==> src/rtl/ext_irq_ctrl_if.sv <==
// rtl/ext_irq_ctrl_if.sv - iomem bus bundle between the picosoc core and ext_irq_ctrl
//
// Signals:
//   iomem_valid  master->slave  bus request
//   iomem_ready  slave->master  one-cycle acknowledge
//   iomem_wstrb  master->slave  byte write strobes (0 = read)
//   iomem_addr   master->slave  byte address
//   iomem_wdata  master->slave  write data
//   iomem_rdata  slave->master  read data, valid with iomem_ready
interface ext_irq_ctrl_if;
    logic        iomem_valid;
    logic        iomem_ready;
    logic [3:0]  iomem_wstrb;
    logic [31:0] iomem_addr;
    logic [31:0] iomem_wdata;
    logic [31:0] iomem_rdata;

    modport master (
        output iomem_valid, iomem_wstrb, iomem_addr, iomem_wdata,
        input  iomem_ready, iomem_rdata
    );

    modport slave (
        input  iomem_valid, iomem_wstrb, iomem_addr, iomem_wdata,
        output iomem_ready, iomem_rdata
    );
endinterface

==> src/rtl/ext_irq_ctrl.sv <==
// rtl/ext_irq_ctrl.sv - switch-input interrupt conditioner with iomem register view
//
// Ports:
//   clk      system clock
//   resetn   synchronous active-low reset
//   irq_in   raw asynchronous switch inputs (NUM_IRQ)
//   irq_out  interrupt lines to soc irq_5.. (bit 0 = irq_5)
//   bus      iomem slave (valid/ready/wstrb/addr/wdata/rdata)
//
// Registers (addr[3:2]): 0 STATUS (RO stable), 1 ENABLE, 2 EDGE (0 rise, 1 fall),
// 3 PENDING (write 1 to clear).
//
// Build option: EXT_IRQ_PULSE_MODE_EN makes irq_out a one-cycle pulse per enabled
// event instead of the level pending & enable.
module ext_irq_ctrl #(
    parameter int          NUM_IRQ         = 3,
    parameter int          DEBOUNCE_CYCLES = 65536,
    parameter logic [7:0]  BASE_ADDR       = 8'h04
) (
    input  logic               clk,
    input  logic               resetn,
    input  logic [NUM_IRQ-1:0] irq_in,
    output logic [NUM_IRQ-1:0] irq_out,
    ext_irq_ctrl_if.slave      bus
);
    localparam int            CW      = $clog2(DEBOUNCE_CYCLES);
    localparam logic [CW-1:0] CNT_MAX = CW'(DEBOUNCE_CYCLES - 1);

    logic [NUM_IRQ-1:0]         sync1;
    logic [NUM_IRQ-1:0]         sync;
    logic [NUM_IRQ-1:0]         stable;
    logic [NUM_IRQ-1:0]         stable_nxt;
    logic [NUM_IRQ-1:0]         enable;
    logic [NUM_IRQ-1:0]         edge_sel;
    logic [NUM_IRQ-1:0]         pending;
    logic [NUM_IRQ-1:0]         evt;
    logic [NUM_IRQ-1:0][CW-1:0] count;
    logic [NUM_IRQ-1:0][CW-1:0] count_nxt;
    logic [CW-1:0]              startup_cnt;
    logic                       startup_done;

    logic                       sel;
    logic                       wr;
    logic [1:0]                 reg_idx;
    logic [NUM_IRQ-1:0]         wdata_n;
    logic [31:0]                rd_val;
    logic                       unused_bits;

    // Debounce: a channel must disagree with stable for DEBOUNCE_CYCLES
    // consecutive cycles before stable follows it. During the startup window
    // stable simply tracks sync so levels present at reset never look like edges.
    always_comb begin
        stable_nxt = stable;
        count_nxt  = '0;
        for (int i = 0; i < NUM_IRQ; i++) begin
            if (!startup_done) begin
                stable_nxt[i] = sync[i];
            end else if (sync[i] != stable[i]) begin
                if (count[i] == CNT_MAX) begin
                    stable_nxt[i] = sync[i];
                end else begin
                    count_nxt[i] = count[i] + CW'(1);
                end
            end
        end
    end

    always_comb begin
        evt = '0;
        if (startup_done) begin
            evt = ((stable_nxt & ~stable) & ~edge_sel) |
                  ((~stable_nxt & stable) & edge_sel);
        end
    end

    // A request is taken only while ready is low, so back-to-back requests
    // are acknowledged on alternate cycles.
    assign sel     = bus.iomem_valid && !bus.iomem_ready &&
                     (bus.iomem_addr[31:24] == BASE_ADDR);
    assign wr      = sel && bus.iomem_wstrb[0];
    assign reg_idx = bus.iomem_addr[3:2];
    assign wdata_n = bus.iomem_wdata[NUM_IRQ-1:0];

    always_comb begin
        rd_val = '0;
        case (reg_idx)
            2'd0:    rd_val[NUM_IRQ-1:0] = stable;
            2'd1:    rd_val[NUM_IRQ-1:0] = enable;
            2'd2:    rd_val[NUM_IRQ-1:0] = edge_sel;
            default: rd_val[NUM_IRQ-1:0] = pending;
        endcase
    end

    assign unused_bits = ^{bus.iomem_addr[23:4], bus.iomem_addr[1:0],
                           bus.iomem_wdata, bus.iomem_wstrb[3:1]};

    always_ff @(posedge clk) begin
        if (!resetn) begin
            sync1           <= '0;
            sync            <= '0;
            stable          <= '0;
            count           <= '0;
            startup_cnt     <= '0;
            startup_done    <= 1'b0;
            enable          <= '0;
            edge_sel        <= '0;
            pending         <= '0;
            irq_out         <= '0;
            bus.iomem_ready <= 1'b0;
            bus.iomem_rdata <= '0;
        end else begin
            sync1  <= irq_in;
            sync   <= sync1;
            stable <= stable_nxt;
            count  <= count_nxt;

            if (!startup_done) begin
                if (startup_cnt == CNT_MAX) begin
                    startup_done <= 1'b1;
                end else begin
                    startup_cnt <= startup_cnt + CW'(1);
                end
            end

            bus.iomem_ready <= sel;
            bus.iomem_rdata <= sel ? rd_val : 32'd0;

            if (wr && reg_idx == 2'd1) begin
                enable <= wdata_n;
            end
            if (wr && reg_idx == 2'd2) begin
                edge_sel <= wdata_n;
            end

            // Event set is applied after the clear so it wins on a collision.
            if (wr && reg_idx == 2'd3) begin
                pending <= (pending & ~wdata_n) | evt;
            end else begin
                pending <= pending | evt;
            end

`ifdef EXT_IRQ_PULSE_MODE_EN
            irq_out <= evt & enable;
`else
            irq_out <= pending & enable;
`endif
        end
    end
endmodule
==> src/flat_wrapper.sv <==
// flat-port wrapper written by rule: the top's interface ports become plain ports
module ext_irq_ctrl_flat 
#(
    parameter int          NUM_IRQ         = 3,
    parameter int          DEBOUNCE_CYCLES = 65536,
    parameter logic [7:0]  BASE_ADDR       = 8'h04
)
  (clk, resetn, irq_in, irq_out, bus_iomem_valid, bus_iomem_wstrb, bus_iomem_addr, bus_iomem_wdata, bus_iomem_ready, bus_iomem_rdata);
  ext_irq_ctrl_if bus_i ();
  input  logic clk;
  input  logic resetn;
  input  logic [NUM_IRQ-1:0] irq_in;
  output logic [NUM_IRQ-1:0] irq_out;
  input wire logic [$bits(bus_i.iomem_valid)-1:0] bus_iomem_valid;
  input wire logic [$bits(bus_i.iomem_wstrb)-1:0] bus_iomem_wstrb;
  input wire logic [$bits(bus_i.iomem_addr)-1:0] bus_iomem_addr;
  input wire logic [$bits(bus_i.iomem_wdata)-1:0] bus_iomem_wdata;
  output wire logic [$bits(bus_i.iomem_ready)-1:0] bus_iomem_ready;
  output wire logic [$bits(bus_i.iomem_rdata)-1:0] bus_iomem_rdata;
  assign bus_i.iomem_valid = bus_iomem_valid;
  assign bus_i.iomem_wstrb = bus_iomem_wstrb;
  assign bus_i.iomem_addr = bus_iomem_addr;
  assign bus_i.iomem_wdata = bus_iomem_wdata;
  assign bus_iomem_ready = bus_i.iomem_ready;
  assign bus_iomem_rdata = bus_i.iomem_rdata;
  ext_irq_ctrl #(.NUM_IRQ(NUM_IRQ), .DEBOUNCE_CYCLES(DEBOUNCE_CYCLES), .BASE_ADDR(BASE_ADDR)) u_core (.clk(clk), .resetn(resetn), .irq_in(irq_in), .irq_out(irq_out), .bus(bus_i));
endmodule
==> config.mk <==
export PLATFORM = sky130hd
export DESIGN_NAME = ext_irq_ctrl_flat
export DESIGN_NICKNAME = d
export VERILOG_FILES = /design/src/rtl/ext_irq_ctrl_if.sv /design/src/rtl/ext_irq_ctrl.sv /design/src/flat_wrapper.sv
export SDC_FILE = /design/constraint.sdc
export NUM_CORES = 1
export LEC_CHECK = 0
export BUFFER_PORTS_ARGS = -buffer_cell sky130_fd_sc_hd__clkbuf_2
export CORE_ASPECT_RATIO = 1.1
export CORE_UTILIZATION = 53
export DETAILED_ROUTE_END_ITERATION = 8
export GPL_TIMING_DRIVEN = 0
export PLACE_DENSITY = 0.81
export SETUP_SLACK_MARGIN = 0.2
export SYNTH_ARGS = -nofsm -noshare
export SYNTH_HDL_FRONTEND = slang
export SYNTH_SLANG_ARGS = --single-unit
==> constraint.sdc <==
create_clock -name clk -period 2.1 [get_ports clk]
set_input_delay 0.315 -clock clk [delete_from_list [all_inputs] [get_ports clk]]
set_output_delay 0.315 -clock clk [all_outputs]
set_load 0.03 [all_outputs]
==> impl_metrics.csv <==
group,metric,value,unit
floorplan,fp.dieH,95.26,um
setup_path,worstPathRequired,2.39,ns
timing,skew,0.01098,ns
clocking,cts_tree,"built",
logic_synthesis,synth-xor-area-share,0.08988,
timing,period_minus_slack,1.823,ns
setup_path,crit_type,"reg2reg",
placed_design,place_congestion,0.8345,
detailed_routing,dr_wl_met3,439,um
clocking,cts_root_buf,"clkbuf_8",
cells_and_area,stdcell_count,641,
logic_synthesis,yosysSeqAreaShare,0.4300,
logic_synthesis,netlist_area,4190,um2
logic_synthesis,async_flop_share,0,
floorplan,fp.dieW,86.78,um
logic_synthesis,synth-main-ff-cell,"dfxtp_1",
detailed_routing,top_layer_used,"met4",
timing,rsz0062_at_grt,"no",
logic_synthesis,synth_fa_ha_area_frac,0.01194,
grt,grt_max_degree,16,
timing,hold_viol,0,
timing,tightest_slew,0.5622,ns
clocking,htree_levels,3,
clocking,clkLatencyLatePin,0.37,ns
clocking,cts_sinks,90,
floorplan,num_io_pins,110,
setup_path,end_kind,"flip-flop",
grt,antenna_found_initial,0,
clocking,ctsHoldBuffers,0,
detailed_routing,drt-total-wl,8119,um
detailed_routing,ant_nets,0,
cells_and_area,diodes,0,
logic_synthesis,ys_types,47,
cells_and_area,syn2layout_area_growth,15.56,%
setup_path,start_kind,"flip-flop",
setup_path,critPathArrivalTime,2.11,ns
power_and_ir_drop,ir_drop,322.2,uV
timing,fmax,548.6,MHz
detailed_routing,dr_total_vias,3352,
power_and_ir_drop,p_leak,1.773,nW
logic_synthesis,synthSimpleGateAreaFrac,0.2837,
detailed_routing,vias_per_cell,5.229,
cells_and_area,final.fill_count,617,
logic_synthesis,synth_enable_flop_cells,0,
grt,grt_pass1_vias,3063,
setup_path,critPathMaxFanout,5,
floorplan,core,7556,um2
logic_synthesis,synthTopCellsByArea,"dfxtp_1 43%, xnor2_1 6.9%, nor2_1 5.6%",
detailed_routing,drt_iter0_drc,158,
clocking,clk_path_buf_depth,2,
logic_synthesis,postSynthAreaPerCell,8.973,um2
logic_synthesis,syn_inst,467,
timing,slew_headroom,0.6252,
timing,setup_viol,0,
clocking,cts_buffers,9,
logic_synthesis,synth_mux_area_frac,0.03523,
job,drv_cap,0,
placed_design,dp_cells,624,
min_path,hold_path.class,"in2reg",
floorplan,start_util,0.5546,
timing,finalCritPeriodShare,0.8680,
detailed_routing,first_pass_iters,4,
detailed_routing,drcViolationCount,0,
placed_design,io_buffers,24,
logic_synthesis,synth-compound-area-share,0.06927,
timing,slew_violations,0,
detailed_routing,wl_met2,3850,um
power_and_ir_drop,p_per_area,646.9,nW/um2
floorplan,die_area,8266,um2
detailed_routing,routedLengthMet1,3714,um
status,outcome,"finished, final reports clean",
cells_and_area,drive_gt1_frac,0.1866,
logic_synthesis,netlist.area_leader.share,0.4300,
grt,grt.total_usage,0.2069,
cells_and_area,nNetsFinal,609,
placed_design,dp_hpwl,5721,um
logic_synthesis,ys_warn_count,0,
detailed_routing,wl_per_cell,12.67,um
logic_synthesis,yosys.area.top_type,"dfxtp_1",
timing,holdWs,0.1541,ns
logic_synthesis,synth-seq-cells,90,
timing,setup-tns-final,0,ns
grt,grt_pass1_wl,13360,um
logic_synthesis,synth_top_family_by_area,"simple AND/OR/NAND/NOR gates",
floorplan,rows,33,
grt,grt.overflow.total,0,
clocking,clk_pin_slew,0.08,ns
-- final timing paths --
path / from / end / slack [ns] / cells after the start
max: u_core.startup_cnt[1] / u_core.startup_cnt[10] / 0.28 / 5
min reg2reg: u_core.sync1[2] / u_core.sync[2] / 0.45 / 1
max reg2reg: u_core.startup_cnt[1] / u_core.startup_cnt[10] / 0.28 / 5
min: irq_in[0] / u_core.sync1[0] / 0.15 / 2
-- cell usage after synthesis (3+ instances only) --
| master | count |
|---|---|
| mux4_2 | 3 |
| and4_1 | 5 |
| or2_2 | 3 |
| inv_1 | 15 |
| a311oi_1 | 3 |
| o22ai_1 | 3 |
| mux2i_1 | 8 |
| nand4_1 | 19 |
| buf_2 | 4 |
| buf_4 | 31 |
| and3_1 | 9 |
| and2_1 | 10 |
| o31ai_1 | 5 |
| o21ai_0 | 8 |
| or4_1 | 5 |
| nand2b_1 | 5 |
| a31oi_1 | 5 |
| xor2_1 | 10 |
| ha_1 | 4 |
| nand3_1 | 24 |
| clkbuf_1 | 6 |
| xnor2_1 | 33 |
| nand2_1 | 29 |
| dfxtp_1 | 90 |
| nand3b_1 | 5 |
| nor4_1 | 10 |
| nor3_1 | 16 |
| nor2_1 | 63 |
| a21oi_1 | 13 |
-- flip-flops by register name, summed over array words and instances, names as in the netlist --
signal and flops:
u_core.startup_done 1, u_core.sync1 3, u_core.irq_out 3, u_core.pending 3
u_core.startup_cnt 16, u_core.bus.iomem_ready 1, u_core.enable 3, u_core.sync 3
u_core.edge_sel 3, u_core.stable 3, u_core.bus.iomem_rdata 3, u_core.count 48
-- critical path, cell delays in order (launching register included) --
cell and delay (ns):
dfxtp_1 0.43, ha_2 0.27, nand3_1 0.11, or3_1 0.44, or3_1 0.37, a21oi_1 0.14
-- where the power goes --
part           internal [W]  leakage, nW  switching, W
registers           0.00172        0.727     0.0000142
logic             0.0000719        0.954      0.000120
clock network      0.000587       0.0922      0.000623
-- cells by family (layout without fill, tap and decap cells) --
group	after synthesis	after routing
adder cells (fa/ha/maj)	4	4
multiplexers	11	11
AO/OA/AOI/OAI	45	45
flip-flops	90	90
XOR/XNOR	43	43
buffers and inverters	56	97
other	1	29
AND/OR/NAND/NOR	217	217
-- placed cells by master (no fill, tap or decap), types with 9 or more instances in the layout --
cell type,instances
a21oi_1,13
and2_1,10
nor2_1,63
xnor2_1,33
buf_4,32
conb_1,29
nand2_1,29
nor3_1,16
clkbuf_2,24
nand3_1,23
nand4_1,19
dfxtp_1,88
xor2_1,10
and3_1,9
clkbuf_8,10
inv_1,15
-- metal layers --
layer / GRT usage / vias to the layer above
met2: 0.3386 / 86
met4: 0.08472 / 0
met1: 0.2617 / 1539
li1: - / 1716
met5: 0 / -
met3: 0.04935 / 11
-- timing repair --
action / 4_1_cts / 5_1_grt
pin swaps: 1 / 2
endpoints found under the setup margin: 32 / 35
gates resized for setup: 4 / 11
setup buffers: 0 / 1
-- area by class of cell --
cell class                      instances  area [um2]  share of cell area
Multi-Input combinational cell        349        2245              0.4636
Sequential cell                        90        1804              0.3726
Buffer                                 41       275.3             0.05685
Clock buffer                           11       141.4             0.02920
Tap cell                              105       131.4             0.02713
Timing Repair Buffer                   25       127.6             0.02636
Clock inverter                          5       61.31             0.01266
Inverter                               15       56.30             0.01163
-- metrics by stage --
step	setup slack [ns]	total power, W	cell area [um2]	util
finish	0.2772	0.003132	4842	0.6408
global route	0.2135	0.003248	4842	0.6408
CTS	0.2008	0.003147	4772	0.6316
detailed placement	0.1225	0.001956	4547	0.6018
global placement	0.1370	0.001955	4547	0.6018
floorplan	0.3890	0.001923	4295	-
(Power assumes the default switching activity.)
